$ cat config.mk
export PLATFORM = sky130hd
export DESIGN_NAME = signal_generator
export DESIGN_NICKNAME = d
export VERILOG_FILES = /design/src/rtl/sg_pkg.sv /design/src/rtl/sg_wave_shaper.sv /design/src/rtl/signal_generator.sv
export SDC_FILE = /design/constraint.sdc
export NUM_CORES = 1
export LEC_CHECK = 0
export ABC_AREA = 1
export CORE_MARGIN = 2
export CORE_UTILIZATION = 35
export CTS_CLUSTER_SIZE = 14
export DETAILED_ROUTE_END_ITERATION = 8
export GPL_ROUTABILITY_DRIVEN = 0
export PLACE_DENSITY = 0.52
export SLEW_MARGIN = 0
export SYNTH_ARGS = -nofsm -noshare
export SYNTH_HDL_FRONTEND = slang
export SYNTH_SLANG_ARGS = --single-unit
$ cat constraint.sdc
create_clock -name clk -period 1.35 [get_ports clk]
set_input_delay 0.27 -clock clk [delete_from_list [all_inputs] [get_ports clk]]
set_output_delay 0.27 -clock clk [all_outputs]
set_load 0.02 [all_outputs]
$ cat src/rtl/sg_pkg.sv
// Shared types and default widths for the signal_generator burst source.
package sg_pkg;

  typedef enum logic [1:0] {
    IDLE = 2'd0,
    RUN  = 2'd1,
    DONE = 2'd2
  } sg_state_t;

  localparam int          SG_DATA_W      = 8;
  localparam int          SG_PHASE_W     = 16;
  localparam logic [15:0] SG_PHASE_INC   = 16'h0400;
  localparam int          SG_NUM_SAMPLES = 64;
  localparam int          SG_SAMPLE_DIV  = 1;

endpackage

$ cat src/rtl/sg_wave_shaper.sv
// Combinational phase-to-triangle mapping: the top phase bit folds the
// ramp so one phase period yields 0 -> max -> 0.
module sg_wave_shaper
  import sg_pkg::*;
#(
  parameter int DATA_W  = SG_DATA_W,
  parameter int PHASE_W = SG_PHASE_W
) (
  input  logic [PHASE_W-1:0] phase,
  output logic [DATA_W-1:0]  sample
);

  logic [DATA_W-1:0] ramp;

  // Fold the ramp on the second half of the phase period
  always_comb begin
    ramp   = phase[PHASE_W-2 -: DATA_W];
    sample = phase[PHASE_W-1] ? ~ramp : ramp;
  end

  // Phase bits below the ramp slice only set the fine step and are not used
  generate
    if (PHASE_W > DATA_W + 1) begin : g_lsbs
      logic unused_lsbs;
      assign unused_lsbs = ^phase[PHASE_W-DATA_W-2:0];
    end
  endgenerate

endmodule

$ cat src/rtl/signal_generator.sv
// Start-triggered triangle burst generator.
// Optional feature macro: SG_SQUARE_EN adds a registered 'square' output
// (phase MSB captured on each sample tick).
//
// state | meaning
// IDLE  | waiting for a rising edge on start
// RUN   | burst in progress, one sample every SAMPLE_DIV clocks
// DONE  | one-cycle end-of-burst pulse, then back to IDLE
module signal_generator
  import sg_pkg::*;
#(
  parameter int                 DATA_W      = SG_DATA_W,
  parameter int                 PHASE_W     = SG_PHASE_W,
  parameter logic [PHASE_W-1:0] PHASE_INC   = PHASE_W'(SG_PHASE_INC),
  parameter int                 NUM_SAMPLES = SG_NUM_SAMPLES,
  parameter int                 SAMPLE_DIV  = SG_SAMPLE_DIV
) (
  input  logic              clk,
  input  logic              rst,
  input  logic              start,
  output logic [DATA_W-1:0] sample,
  output logic              sample_valid,
  output logic              busy,
  output logic              done
`ifdef SG_SQUARE_EN
  ,
  output logic              square
`endif
);

  localparam int CNT_W = $clog2(NUM_SAMPLES + 1);
  localparam int DIV_W = (SAMPLE_DIV > 1) ? $clog2(SAMPLE_DIV) : 1;

  localparam logic [CNT_W-1:0] CNT_LAST = CNT_W'(NUM_SAMPLES - 1);
  localparam logic [DIV_W-1:0] DIV_LAST = DIV_W'(SAMPLE_DIV - 1);

  sg_state_t          state;
  sg_state_t          state_nxt;
  logic               start_q;
  logic               trigger;
  logic               tick;
  logic               last_tick;
  logic [PHASE_W-1:0] phase;
  logic [CNT_W-1:0]   sample_cnt;
  logic [DIV_W-1:0]   div_cnt;
  logic [DATA_W-1:0]  shaped;

  assign trigger   = start & ~start_q;
  assign tick      = (state == RUN) && (div_cnt == DIV_LAST);
  assign last_tick = tick && (sample_cnt == CNT_LAST);

  sg_wave_shaper #(
    .DATA_W  (DATA_W),
    .PHASE_W (PHASE_W)
  ) u_shaper (
    .phase  (phase),
    .sample (shaped)
  );

  // State register
  always_ff @(posedge clk) begin
    if (rst) state <= IDLE;
    else     state <= state_nxt;
  end

  // Next-state and state-decoded outputs
  always_comb begin
    state_nxt = state;
    busy      = 1'b0;
    done      = 1'b0;
    case (state)
      IDLE: begin
        if (trigger) state_nxt = RUN;
      end
      RUN: begin
        busy = 1'b1;
        if (last_tick) state_nxt = DONE;
      end
      DONE: begin
        done      = 1'b1;
        state_nxt = IDLE;
      end
      default: state_nxt = IDLE;
    endcase
  end

  // Edge detect, divider, phase/sample counters and sample register
  always_ff @(posedge clk) begin
    if (rst) begin
      start_q      <= 1'b0;
      phase        <= '0;
      sample_cnt   <= '0;
      div_cnt      <= '0;
      sample       <= '0;
      sample_valid <= 1'b0;
    end else begin
      start_q      <= start;
      sample_valid <= 1'b0;
      if ((state == IDLE) && trigger) begin
        phase      <= '0;
        sample_cnt <= '0;
        div_cnt    <= '0;
      end else if (state == RUN) begin
        if (tick) begin
          sample       <= shaped;
          sample_valid <= 1'b1;
          phase        <= phase + PHASE_INC;
          sample_cnt   <= sample_cnt + 1'b1;
          div_cnt      <= '0;
        end else begin
          div_cnt <= div_cnt + 1'b1;
        end
      end
    end
  end

`ifdef SG_SQUARE_EN
  // Square output tracks the phase MSB of the sample being emitted
  always_ff @(posedge clk) begin
    if (rst)       square <= 1'b0;
    else if (tick) square <= phase[PHASE_W-1];
  end
`endif

endmodule

==> impl_metrics.tcl <==
set metrics [dict create \
    cts_setup_buffers 0 \
    wl_per_cell_um 9.421 \
    synth_top_area_frac 0.4315 \
    crit_family "flip-flops" \
    cap_viol_max_count 0 \
    io_buffers 13 \
    syn-num-nets 159 \
    endpoint "done" \
    hold_viol 0 \
    ys_types 21 \
    die_y_um 60.41 \
    synth.most_common_cell "nand2_1" \
    grt_max_degree 24 \
    place_inst 213 \
    clockBufferDepth 2 \
    status "complete, no violations" \
    syn_area_sq_um 1114 \
    fillers 331 \
    yosysSeqAreaShare 0.4315 \
    async_reset_ff_frac 0 \
    p_leak_nw 0.5840 \
    die_x_um 60.41 \
    synth.area.top_cells "dfxtp_1, nand2_1, nor2_1" \
    area_growth_pct 18.54 \
    cp-start-kind "flip-flop" \
    cts_sinks 24 \
    grt.total_usage 0.1329 \
    startpoint "state[1]$_SDFFE_PP0P_" \
    syn_area_per_cell_sq_um 7.231 \
    yosys_warnings 0 \
    cts_buffers 3 \
    finalCriticalPeriod_ns 1.277 \
    reg2regPathDepth 7 \
    drc 0 \
    holdBufCountCts 0 \
    grt_antenna_before_repair 0 \
    power_density_nw_per_um2 962.7 \
    cp.arrival_ns 1.01 \
    fin_crit_sh 0.9463 \
    crit_fanout 3 \
    wl_um 2035 \
    ir_drop_mv 0.3055 \
    route.detailed.vias_per_inst 4.449 \
    cp_slowest_stage_delay_ns 0.38 \
    clk_latency_ns 0.30 \
    vias 961 \
    start_util 0.3678 \
    synth_common_cells "nand2_1, dfxtp_1, nor2_1" \
    clk_pin_slew_ns 0.13 \
    synth_largest_area_cell "dfxtp_1" \
    dieArea_sq_um 3649 \
    maxSlewViolCount 0 \
    dp_slack_ns -0.08823 \
    synth_cells 154 \
    worst-path-stages 3 \
    rr_startpoint "state[0]$_SDFFE_PP0P_" \
    dpl.hpwl_um 1558 \
    ys_seq_elements 24 \
    hold_path_class "reg -> reg" \
    finalSetupViolations 0 \
    setup_ws_ns 0.07255 \
    first_pass_iters 4 \
    synth-main-ff-cell "dfxtp_1" \
    drt_iter0_markers 21 \
    timing.rr.end "sample_cnt[0]$_SDFFE_PP0P_" \
    fin_nets 179 \
    num_antenna_cells 0 \
    cp-end-kind "output port" \
    r2r_slack_ns 0.12 \
    rsz0062_at_grt "false" \
    htree_num_levels 1 \
    synth_edf_count 0 \
    path_cells "inv_1 -> nor2_1 -> buf_2" \
    cts_tree "built" \
    grt_pass1_wl_um 3657 \
    drtAntennaViolNets 0 \
    fmax_mhz 782.8 \
    row_count 20 \
    coreArea_sq_um 3028 \
    grt_pass1_vias 876 \
    relSlewSlack 0.8154 \
    worst_pin_slew_ns 0.2765 \
    slowest_stage "dfxtp_2" \
    root_buffer "clkbuf_4" \
    drive_above_1_share 0.1628 \
    io_pins 14 \
    grt_overflow 0 \
    worstSetupPathType "reg -> out" \
    cp.required_ns 1.08 \
    worstPathBufferInverterCount 2 \
    finClkSkew_ns 0.005215 \
    fin_cells 216 \
]
timing repair:
action	CTS	global route
resized for setup	18	8
setup endpoints to repair	11	5
gates cloned	0	0
logic make-up (layout without fill, tap and decap cells):
kind of cell	after synthesis	after routing	share of synthesized area
AOI/OAI and AO/OA	20	20	0.08988
buffers and inverters	26	44	0.1124
and+or+nand+nor	80	80	0.3281
xor gates and xnor gates	2	2	0.01573
adders and majority gates	2	2	0.02247
DFF	24	24	0.4315
per-layer routing:
layer / routed length (um) / GRT usage / vias up
met2: 951 / 0.2360 / 10
met3: 50 / 0.02559 / 2
met4: 13 / 0.04762 / 0
li1: - / - / 519
met1: 1020 / 0.1594 / 430
met5: 0 / 0 / -
cell type report:
cell class / count / area (sq um) / share of cell area
clock buffer: 3 / 22.52 / 0.01706
inverter: 19 / 71.32 / 0.05403
multi-input combinational: 104 / 510.5 / 0.3867
sequential: 24 / 483.0 / 0.3659
tap: 44 / 55.05 / 0.04171
timing repair buffer: 22 / 177.7 / 0.1346
state kept, by name, indices dropped and copies added, names as in the netlist:
name	flops
div_cnt	1
sample_valid	1
phase	6
state	2
sample_cnt	7
start_q	1
sample	6
cell usage in the layout (no fill, tap or decap), types with 3 or more instances in the layout:
cell type      count
clkbuf_4           3
nand3_1           10
nor2_1            20
nor2_4             4
a21oi_1           15
nand4_1            4
dlygate4sd2_1      6
inv_1             17
o21ai_0            5
buf_4              8
clkbuf_2           3
nand2_1           36
dfxtp_1           22
worst reg2reg max path, delay by kind of cell (launching register included):
| family | cells | cell delay [ns] |
|---|---|---|
| flip-flops | 1 | 0.37 |
| buffers and inverters | 3 | 0.35 |
| AO/OA/AOI/OAI | 1 | 0.12 |
| AND/OR/NAND/NOR | 3 | 0.34 |
power by group:
group / leakage, nW / internal [mW] / total [mW] / switching [mW]
sequential: 0.196 / 0.735 / 0.750 / 0.0151
clock: 0.0138 / 0.104 / 0.307 / 0.203
combinational: 0.374 / 0.0906 / 0.214 / 0.123
total: 0.584 / 0.929 / 1.27 / 0.341
stage by stage:
stage               hold slack (ns)  power (mW)  instance area (sq um)  TNS (ns)    util
floorplan                    0.3391      0.8990                   1114         0       -
global placement             0.4490      0.9937                   1325  -0.03533  0.4376
detailed placement           0.4575      0.9957                   1325  -0.08935  0.4376
CTS                          0.4747       1.300                   1328         0  0.4384
global route                 0.4897       1.360                   1320         0  0.4360
finish                       0.4740       1.271                   1320         0  0.4360
worst min path at each step:
stage | startpoint | to | slack [ns] | depth (start not counted)
floorplan | rst | sample[2]$_SDFFE_PP0P_ | 0.34 | 1
global placement | sample[3]$_SDFFE_PP0P_ | sample[3]$_SDFFE_PP0P_ | 0.45 | 2
detailed placement | sample[3]$_SDFFE_PP0P_ | sample[3]$_SDFFE_PP0P_ | 0.46 | 2
CTS | sample[3]$_SDFFE_PP0P_ | sample[3]$_SDFFE_PP0P_ | 0.47 | 2
global route | start | start_q$_SDFF_PP0_ | 0.49 | 3
finish | sample[3]$_SDFFE_PP0P_ | sample[3]$_SDFFE_PP0P_ | 0.47 | 2
No activity file was read; power rests on OpenSTA's default activity.
